<file path="src/rtl/nemu_measure_controller.sv">
// Run sequencer for a network emulator: warmup, measured injection and drain phases
// with saturating popcount packet counters and a run-time timestamp broadcast.
module nemu_measure_controller #(
  parameter int PORTS     = 16,
  parameter int TS_WIDTH  = 24,
  parameter int CNT_WIDTH = 32
) (
  input  logic                 clk,
  input  logic                 reset_n,
  input  logic                 i_start,
  input  logic [CNT_WIDTH-1:0] i_warmup_pkts,
  input  logic [CNT_WIDTH-1:0] i_measure_pkts,
  input  logic [TS_WIDTH-1:0]  i_drain_timeout,
  input  logic [PORTS-1:0]     i_inj_valid,
  input  logic [PORTS-1:0]     i_inj_measure,
  input  logic [PORTS-1:0]     i_rx_valid,
  input  logic [PORTS-1:0]     i_rx_measure,
  output logic [TS_WIDTH-1:0]  o_timestamp,
  output logic                 o_src_enable,
  output logic                 o_measure,
  output logic [2:0]           o_state,
  output logic                 o_done,
  output logic                 o_timeout,
  output logic [CNT_WIDTH-1:0] o_total_in,
  output logic [CNT_WIDTH-1:0] o_total_out,
  output logic [CNT_WIDTH-1:0] o_meas_in,
  output logic [CNT_WIDTH-1:0] o_meas_out
);

  // state     | meaning
  // S_IDLE    | waiting for i_start, sources off
  // S_WARMUP  | sources inject untagged packets until warmup count met
  // S_MEASURE | sources tag packets as measured until measure count met
  // S_DRAIN   | wait for measured packets to eject, bounded by drain timeout
  // S_DONE    | results held until i_start drops
  typedef enum logic [2:0] {
    S_IDLE    = 3'd0,
    S_WARMUP  = 3'd1,
    S_MEASURE = 3'd2,
    S_DRAIN   = 3'd3,
    S_DONE    = 3'd4
  } state_e;

  state_e               state_q, state_d;
  logic [CNT_WIDTH-1:0] tin_q, tin_d, tout_q, tout_d, min_q, min_d, mout_q, mout_d;
  logic [CNT_WIDTH-1:0] tin_nxt, tout_nxt, min_nxt, mout_nxt;
  logic [TS_WIDTH-1:0]  ts_q, ts_d, drain_q, drain_d, drain_nxt;
  logic                 timeout_q, timeout_d;
  logic                 running;

  function automatic logic [CNT_WIDTH-1:0] popcnt(input logic [PORTS-1:0] v);
    logic [CNT_WIDTH-1:0] n;
    n = '0;
    for (int i = 0; i < PORTS; i++) n = n + CNT_WIDTH'(v[i]);
    return n;
  endfunction

  function automatic logic [CNT_WIDTH-1:0] sat_add(input logic [CNT_WIDTH-1:0] a,
                                                   input logic [CNT_WIDTH-1:0] b);
    logic [CNT_WIDTH:0] s;
    s = {1'b0, a} + {1'b0, b};
    return s[CNT_WIDTH] ? {CNT_WIDTH{1'b1}} : s[CNT_WIDTH-1:0];
  endfunction

  assign running   = (state_q == S_WARMUP) || (state_q == S_MEASURE) || (state_q == S_DRAIN);
  assign tin_nxt   = sat_add(tin_q,  popcnt(i_inj_valid));
  assign min_nxt   = sat_add(min_q,  popcnt(i_inj_valid & i_inj_measure));
  assign tout_nxt  = sat_add(tout_q, popcnt(i_rx_valid));
  assign mout_nxt  = sat_add(mout_q, popcnt(i_rx_valid & i_rx_measure));
  assign drain_nxt = (&drain_q) ? drain_q : drain_q + TS_WIDTH'(1);

  always_comb begin
    state_d   = state_q;
    tin_d     = tin_q;
    tout_d    = tout_q;
    min_d     = min_q;
    mout_d    = mout_q;
    ts_d      = ts_q;
    drain_d   = drain_q;
    timeout_d = timeout_q;

    if (running) begin
      tin_d  = tin_nxt;
      tout_d = tout_nxt;
      min_d  = min_nxt;
      mout_d = mout_nxt;
      ts_d   = ts_q + TS_WIDTH'(1);
    end

    case (state_q)
      S_IDLE: begin
        if (i_start) begin
          state_d   = S_WARMUP;
          tin_d     = '0;
          tout_d    = '0;
          min_d     = '0;
          mout_d    = '0;
          ts_d      = '0;
          drain_d   = '0;
          timeout_d = 1'b0;
        end
      end
      S_WARMUP:  if (tin_nxt >= i_warmup_pkts)  state_d = S_MEASURE;
      S_MEASURE: if (min_nxt >= i_measure_pkts) state_d = S_DRAIN;
      S_DRAIN: begin
        drain_d = drain_nxt;
        // clean completion wins over a timeout landing in the same cycle
        if (mout_nxt >= min_nxt) begin
          state_d   = S_DONE;
          timeout_d = 1'b0;
        end else if (drain_nxt >= i_drain_timeout) begin
          state_d   = S_DONE;
          timeout_d = 1'b1;
        end
      end
      S_DONE:  if (!i_start) state_d = S_IDLE;
      default: state_d = S_IDLE;
    endcase
  end

  always_ff @(posedge clk) begin
    if (!reset_n) begin
      state_q   <= S_IDLE;
      tin_q     <= '0;
      tout_q    <= '0;
      min_q     <= '0;
      mout_q    <= '0;
      ts_q      <= '0;
      drain_q   <= '0;
      timeout_q <= 1'b0;
    end else begin
      state_q   <= state_d;
      tin_q     <= tin_d;
      tout_q    <= tout_d;
      min_q     <= min_d;
      mout_q    <= mout_d;
      ts_q      <= ts_d;
      drain_q   <= drain_d;
      timeout_q <= timeout_d;
    end
  end

  assign o_state      = state_q;
  assign o_src_enable = running;
  assign o_measure    = (state_q == S_MEASURE);
  assign o_done       = (state_q == S_DONE);
  assign o_timeout    = timeout_q;
  assign o_timestamp  = ts_q;
  assign o_total_in   = tin_q;
  assign o_total_out  = tout_q;
  assign o_meas_in    = min_q;
  assign o_meas_out   = mout_q;

endmodule

</file>
<file path="config.mk">
export PLATFORM = sky130hd
export DESIGN_NAME = nemu_measure_controller
export DESIGN_NICKNAME = d
export VERILOG_FILES = /design/src/rtl/nemu_measure_controller.sv
export SDC_FILE = /design/constraint.sdc
export NUM_CORES = 1
export LEC_CHECK = 0
export ABC_AREA = 1
export BUFFER_PORTS_ARGS = -buffer_cell sky130_fd_sc_hd__buf_2
export CAP_MARGIN = 20
export CELL_PAD_IN_SITES_DETAIL_PLACEMENT = 2
export CELL_PAD_IN_SITES_GLOBAL_PLACEMENT = 2
export CORE_ASPECT_RATIO = 0.5
export CORE_MARGIN = 2
export CORE_UTILIZATION = 33
export DETAILED_ROUTE_END_ITERATION = 6
export PLACE_DENSITY = 0.95
export SETUP_SLACK_MARGIN = 0.1
export SLEW_MARGIN = 30
export SYNTH_ARGS = -nofsm -noshare
export SYNTH_HDL_FRONTEND = slang
export SYNTH_SLANG_ARGS = --single-unit
</file>
<file path="constraint.sdc">
create_clock -name clk -period 13.1 [get_ports clk]
set_clock_uncertainty 0.2 [all_clocks]
set_input_delay 2.62 -clock clk [delete_from_list [all_inputs] [get_ports clk]]
set_output_delay 2.62 -clock clk [all_outputs]
set_load 0.03 [all_outputs]
</file>
# Word-level counts from Yosys, hierarchy flattened
# Cells that the tools add are included.
# word_totals
regBits,180
inputBits,155
out_inout_bits,159
elab_cells,130
# op_classes
add_sub_neg,66
order_cmp,4
eq_ne,9
n_mux,33
bitwise,2
n_reduce_logical,8
# ops
operator,n
$mux 32,16
$add 32x16->33,4
$mux 24,5
$ge 32x32->1,3
$add 15x1->16,4
$add 14x1->15,4
$add 13x1->14,4
$add 12x1->13,4
$add 11x1->12,4
$add 24x1->24 const B,2
$pmux 24 s2,1
$add 10x1->11,4
$add 9x1->10,4
$add 8x1->9,4
$add 7x1->8,4
$and 16x16->16,2
$add 6x1->7,4
$add 5x1->6,4
$ge 24x24->1,1
$reduce_and 24->1,1
$add 4x1->5,4
$mux 3,6
$add 3x1->4,4
$pmux 3 s5,1
16 further kinds,28

# Logic depth before layout (Yosys ltp)
# depth
depth_word,21
ltp_mapped,38
depth_no_buf,37

# Worst setup path before layout
# Ideal clock, no wire load.
# synth_path
path_kind,input to register
from,input port i_inj_valid[0]
to,"register state_q[2], in the netlist o_state[2]"
setup_ns,0.071
arrival_time_ns,7.934
required_time_ns,12.829
setup_slack_ns,4.895
stages,35
n_path_buf,1
cell_sequence,nand2_1 -> inv_1 -> fa_1 -> inv_1 -> fa_1 -> fa_1 -> inv_1 -> fa_1 -> inv_1 -> fa_1 -> inv_1 -> fa_1 -> nand3_1 -> nand2_1 -> nand2_2 -> nand2_4 -> nand2_4 -> nor3_4 -> inv_2 -> buf_6 -> nand3_1 -> inv_1 -> ha_1 -> nand2_1 -> nor2_1 -> nand2_1 -> nor2_1 -> nor2_1 -> nand2_1 -> a21oi_1 -> nand2_1 -> nand2_1 -> nor2_1 -> nand2_1 -> a21oi_1
# synth_between
elab_chain_cells,21
elab_cells_between_ends,44
classes_between,add/sub (32); order compare (3); eq/ne (3); mux (4); bitwise (1); reduce/logical (1)
# synth_lines
item,line_no,rtl
from (decl),14,"input logic [PORTS-1:0] i_inj_valid,"
$and 16x16->16,67,"assign min_nxt = sat_add(min_q, popcnt(i_inj_valid & i_inj_measure));"
$add 1x1->2,54,for (int i = 0; i < PORTS; i++) n = n + CNT_WIDTH'(v[i]);
$add 2x1->3,54,
$add 3x1->4,54,
$add 4x1->5,54,
$add 5x1->6,54,
$add 6x1->7,54,
$add 7x1->8,54,
[5 not listed],--,
$add 13x1->14,54,
$add 14x1->15,54,
$add 15x1->16,54,
$add 32x16->33,61,"s = {1'b0, a} + {1'b0, b};"
$mux 32,62,return s[CNT_WIDTH] ? {CNT_WIDTH{1'b1}} : s[CNT_WIDTH-1:0];
$ge 32x32->1 (on tied branches),"108, 104",
$ne 3x1->1 (no line) (tied with other cells),--,
$reduce_and 5->1 (no line) or $pmux 3 s5 (tied branches),--,
to (signal assigned),132,state_q <= state_d;
to (decl),44,"state_e state_q, state_d;"
# Several ways; a longest one is shown, not always the timed one.
# A chain may end at the register's enable or synchronous reset.

# Worst setup path in the final report
# Same ends and word-level chain as after synthesis.

==> results.sh <==
export IMPL_outcome="completed"
export IMPL_ioPinCount=314
export IMPL_power_frac_seq_pct=21.0
export IMPL_min_path_type="reg -> reg"
export IMPL_leakage_nw=10.3
export IMPL_cp_num_buf_inv=9
export IMPL_most_common_layout_cells="nand2_1, inv_1, buf_2"
export IMPL_synth_edff_count=0
export IMPL_pwr_share_clk_pct=13.4
export IMPL_ys_seq_elements=180
export IMPL_seqCellArea_um2=3600
export IMPL_endpoint_kind="register"
export IMPL_yosys_top_cells_area="dfxtp_1, nand2_1, ha_1, inv_1, fa_1"
export IMPL_port_buffers=313
export IMPL_grt_max_degree=85
export IMPL_path_class="in -> reg"
export IMPL_critical_path_most_common_cell="nand2_1"
export IMPL_postRouteAntennaNets=0
export IMPL_final_period_utilization_pct=74.6
export IMPL_setup_tns_ps=0
export IMPL_post_route_drc_count=0
export IMPL_cp_required_ps=13230
export IMPL_netlist_area_leader_share_pct=22.0
export IMPL_switching_share_pct=57.5
export IMPL_die_area_um2=51500
export IMPL_cts_buffers=17
export IMPL_max_stage_delay_ps=590
export IMPL_antenna_found_initial=8
export IMPL_path_max_fanout=24
export IMPL_cp_slowest_cell="fa_1"
export IMPL_synth_area_per_cell_um2=6.46
export IMPL_ctsHtreeMaxLevel=4
export IMPL_async_flop_share_pct=0
export IMPL_grt_setup_unrepaired="false"
export IMPL_multi_input_area_um2=10600
export IMPL_worst_pin_slew_ps=915
export IMPL_cts_sinks=180
export IMPL_p_int_mw=1.72
export IMPL_yosys_warnings=0
export IMPL_drv_slew=0
export IMPL_vias=19000
export IMPL_syn_inst=2533
export IMPL_final_common_cell="nand2_1"
export IMPL_setup_violations=0
export IMPL_p_sw_mw=2.33
export IMPL_fin_crit_ps=9780
export IMPL_max_freq_mhz=102
export IMPL_start_util_pct=33.6
export IMPL_dieHeight_um=161
export IMPL_hold_viol=0
export IMPL_cts_resized=0
export IMPL_row_count=57
export IMPL_area_delta_synth_final_pct=17.0
export IMPL_ys_types=52
export IMPL_slew_headroom_pct=39.0
export IMPL_clk_pin_slew_ps=80
export IMPL_core_um2=48700
export IMPL_vias_per_cell=5.46
export IMPL_drtPass1Iterations=5
export IMPL_powerDensity_nw_per_um2=212
export IMPL_startpoint_type="input port"
export IMPL_grt_pass1_vias=22000
export IMPL_crit_family="adder cells"
export IMPL_die_x_um=319
export IMPL_insertion_delay_ps=480
export IMPL_ir_drop_mv=0.130
export IMPL_finalNetCount=3169
export IMPL_cp_arrival_ps=9910
export IMPL_synth_largest_area_cell="dfxtp_1"
export IMPL_fillCellCount=6006
export IMPL_ys_flop_type="dfxtp_1"
export IMPL_drive_above_1_share_pct=16.0
export IMPL_ctsLongestPathBuffers=2
export IMPL_pwr_share_comb_pct=65.5
export IMPL_place_congestion=0.930
export IMPL_cts_setup_buffers=0
export IMPL_wl_per_cell_um=23.8
export IMPL_maxCapViolCount=0
export IMPL_cts_tree="done"
export IMPL_cts_root_buffer="clkbuf_16"
export IMPL_synthesis_area_um2=16400
export IMPL_seq_area_frac_synth_pct=22.0
export IMPL_grt_pass1_wl_mm=128
export IMPL_drtIter0Drc=1060
export IMPL_syn_nets=2890
export IMPL_track_usage_pct=31.7
export IMPL_hpwl_mm=61.8
export IMPL_grt_overflow_total=0
export IMPL_postCtsHoldBufs=0
export IMPL_routed_wl_mm=82.9
export IMPL_whs_ps=294
-- Yosys cell counts, drive strengths merged, types with 2 or more instances --
cell	number
nand3b	5
a21o	7
inv	510
nor3b	2
xor2	53
nor3	73
o211ai	16
a21oi	167
o21bai	2
a211oi	3
or2	19
nand3	135
o21ai	128
buf	20
xnor2	24
fa	48
ha	154
o211a	2
dfxtp	180
o21a	8
clkbuf	38
nor2	262
a31oi	6
nand2	587
nor4	19
nand4	58
-- per-stage QoR --
step           setup WS [ps]  total power, mW  std cells  instance area, um^2  util, %
6_report                3320             4.06       3482                19100     39.3
5_1_grt                 3000             4.32       3481                19100     39.3
4_1_cts                 3480             4.02       3474                19100     39.2
3_5_place_dp            3060             3.37       3442                18600     38.1
3_3_place_gp            3730             3.04       3442                18500     38.1
2_1_floorplan           4900             2.44       2533                16400        -
-- worst reg2reg max path, delay by kind of cell (launching register included) --
kind                       cells  cell delay [ps]
adders and majority gates      7             3240
AOI/OAI and AO/OA              2              660
DFF                            1              380
buffers and inverters          7              860
and+or+nand+nor               18             2280
-- worst paths after layout --
| kind | from | endpoint | slack (ps) | cells past startpoint |
|---|---|---|---|---|
| setup / recovery | i_inj_valid[0] | o_state[2] | 3320 | 37 |
| hold / removal | o_timestamp[17] | o_timestamp[17] | 290 | 2 |
| setup reg to reg | o_meas_in[0] | o_state[2] | 5330 | 34 |
| hold reg to reg | o_timestamp[17] | o_timestamp[17] | 290 | 2 |
-- power by group through the flow --
stage | clock [mW] | combinational, mW | sequential [mW]
global placement | 0 | 2.21 | 0.837
global route | 0.571 | 2.89 | 0.862
CTS | 0.547 | 2.62 | 0.845
finish | 0.545 | 2.66 | 0.854
detailed placement | 0 | 2.51 | 0.855
floorplan | 0 | 1.44 | 0.996
-- cell type report --
class,instances,share of cell area [%]
antenna,8,0.105
tap,649,4.24
sequential,180,18.8
clock buffer,17,2.22
multi-input combinational,1784,55.5
clock inverter,15,0.719
timing repair buffer,318,8.40
inverter,511,10.0
-- logic make-up after synthesis --
logic type	after synthesis	synth area share, %
buffers and inverters	569	13.2
flip-flops	180	22.0
AO/OA/AOI/OAI	343	11.5
XOR/XNOR	77	4.12
AND/OR/NAND/NOR	1162	31.4
adder cells (fa/ha/maj)	202	17.7
-- routing by layer --
layer,vias to the layer above,wire length (um),track usage [%],share of wire (%)
met5,-,13,0,0.016
met4,2,4960,18.4,6.0
met3,308,3070,5.09,3.7
met2,618,43400,60.4,52
met1,9511,31500,33.1,38
li1,8574,-,-,-
-- sequential cells by signal, summed over array words and instances (netlist names) --
register     count
drain_q         24
o_meas_in       32
o_meas_out      32
o_state          3
o_timeout        1
o_timestamp     24
o_total_in      32
o_total_out     32
Power figures use the tool's default switching activity.
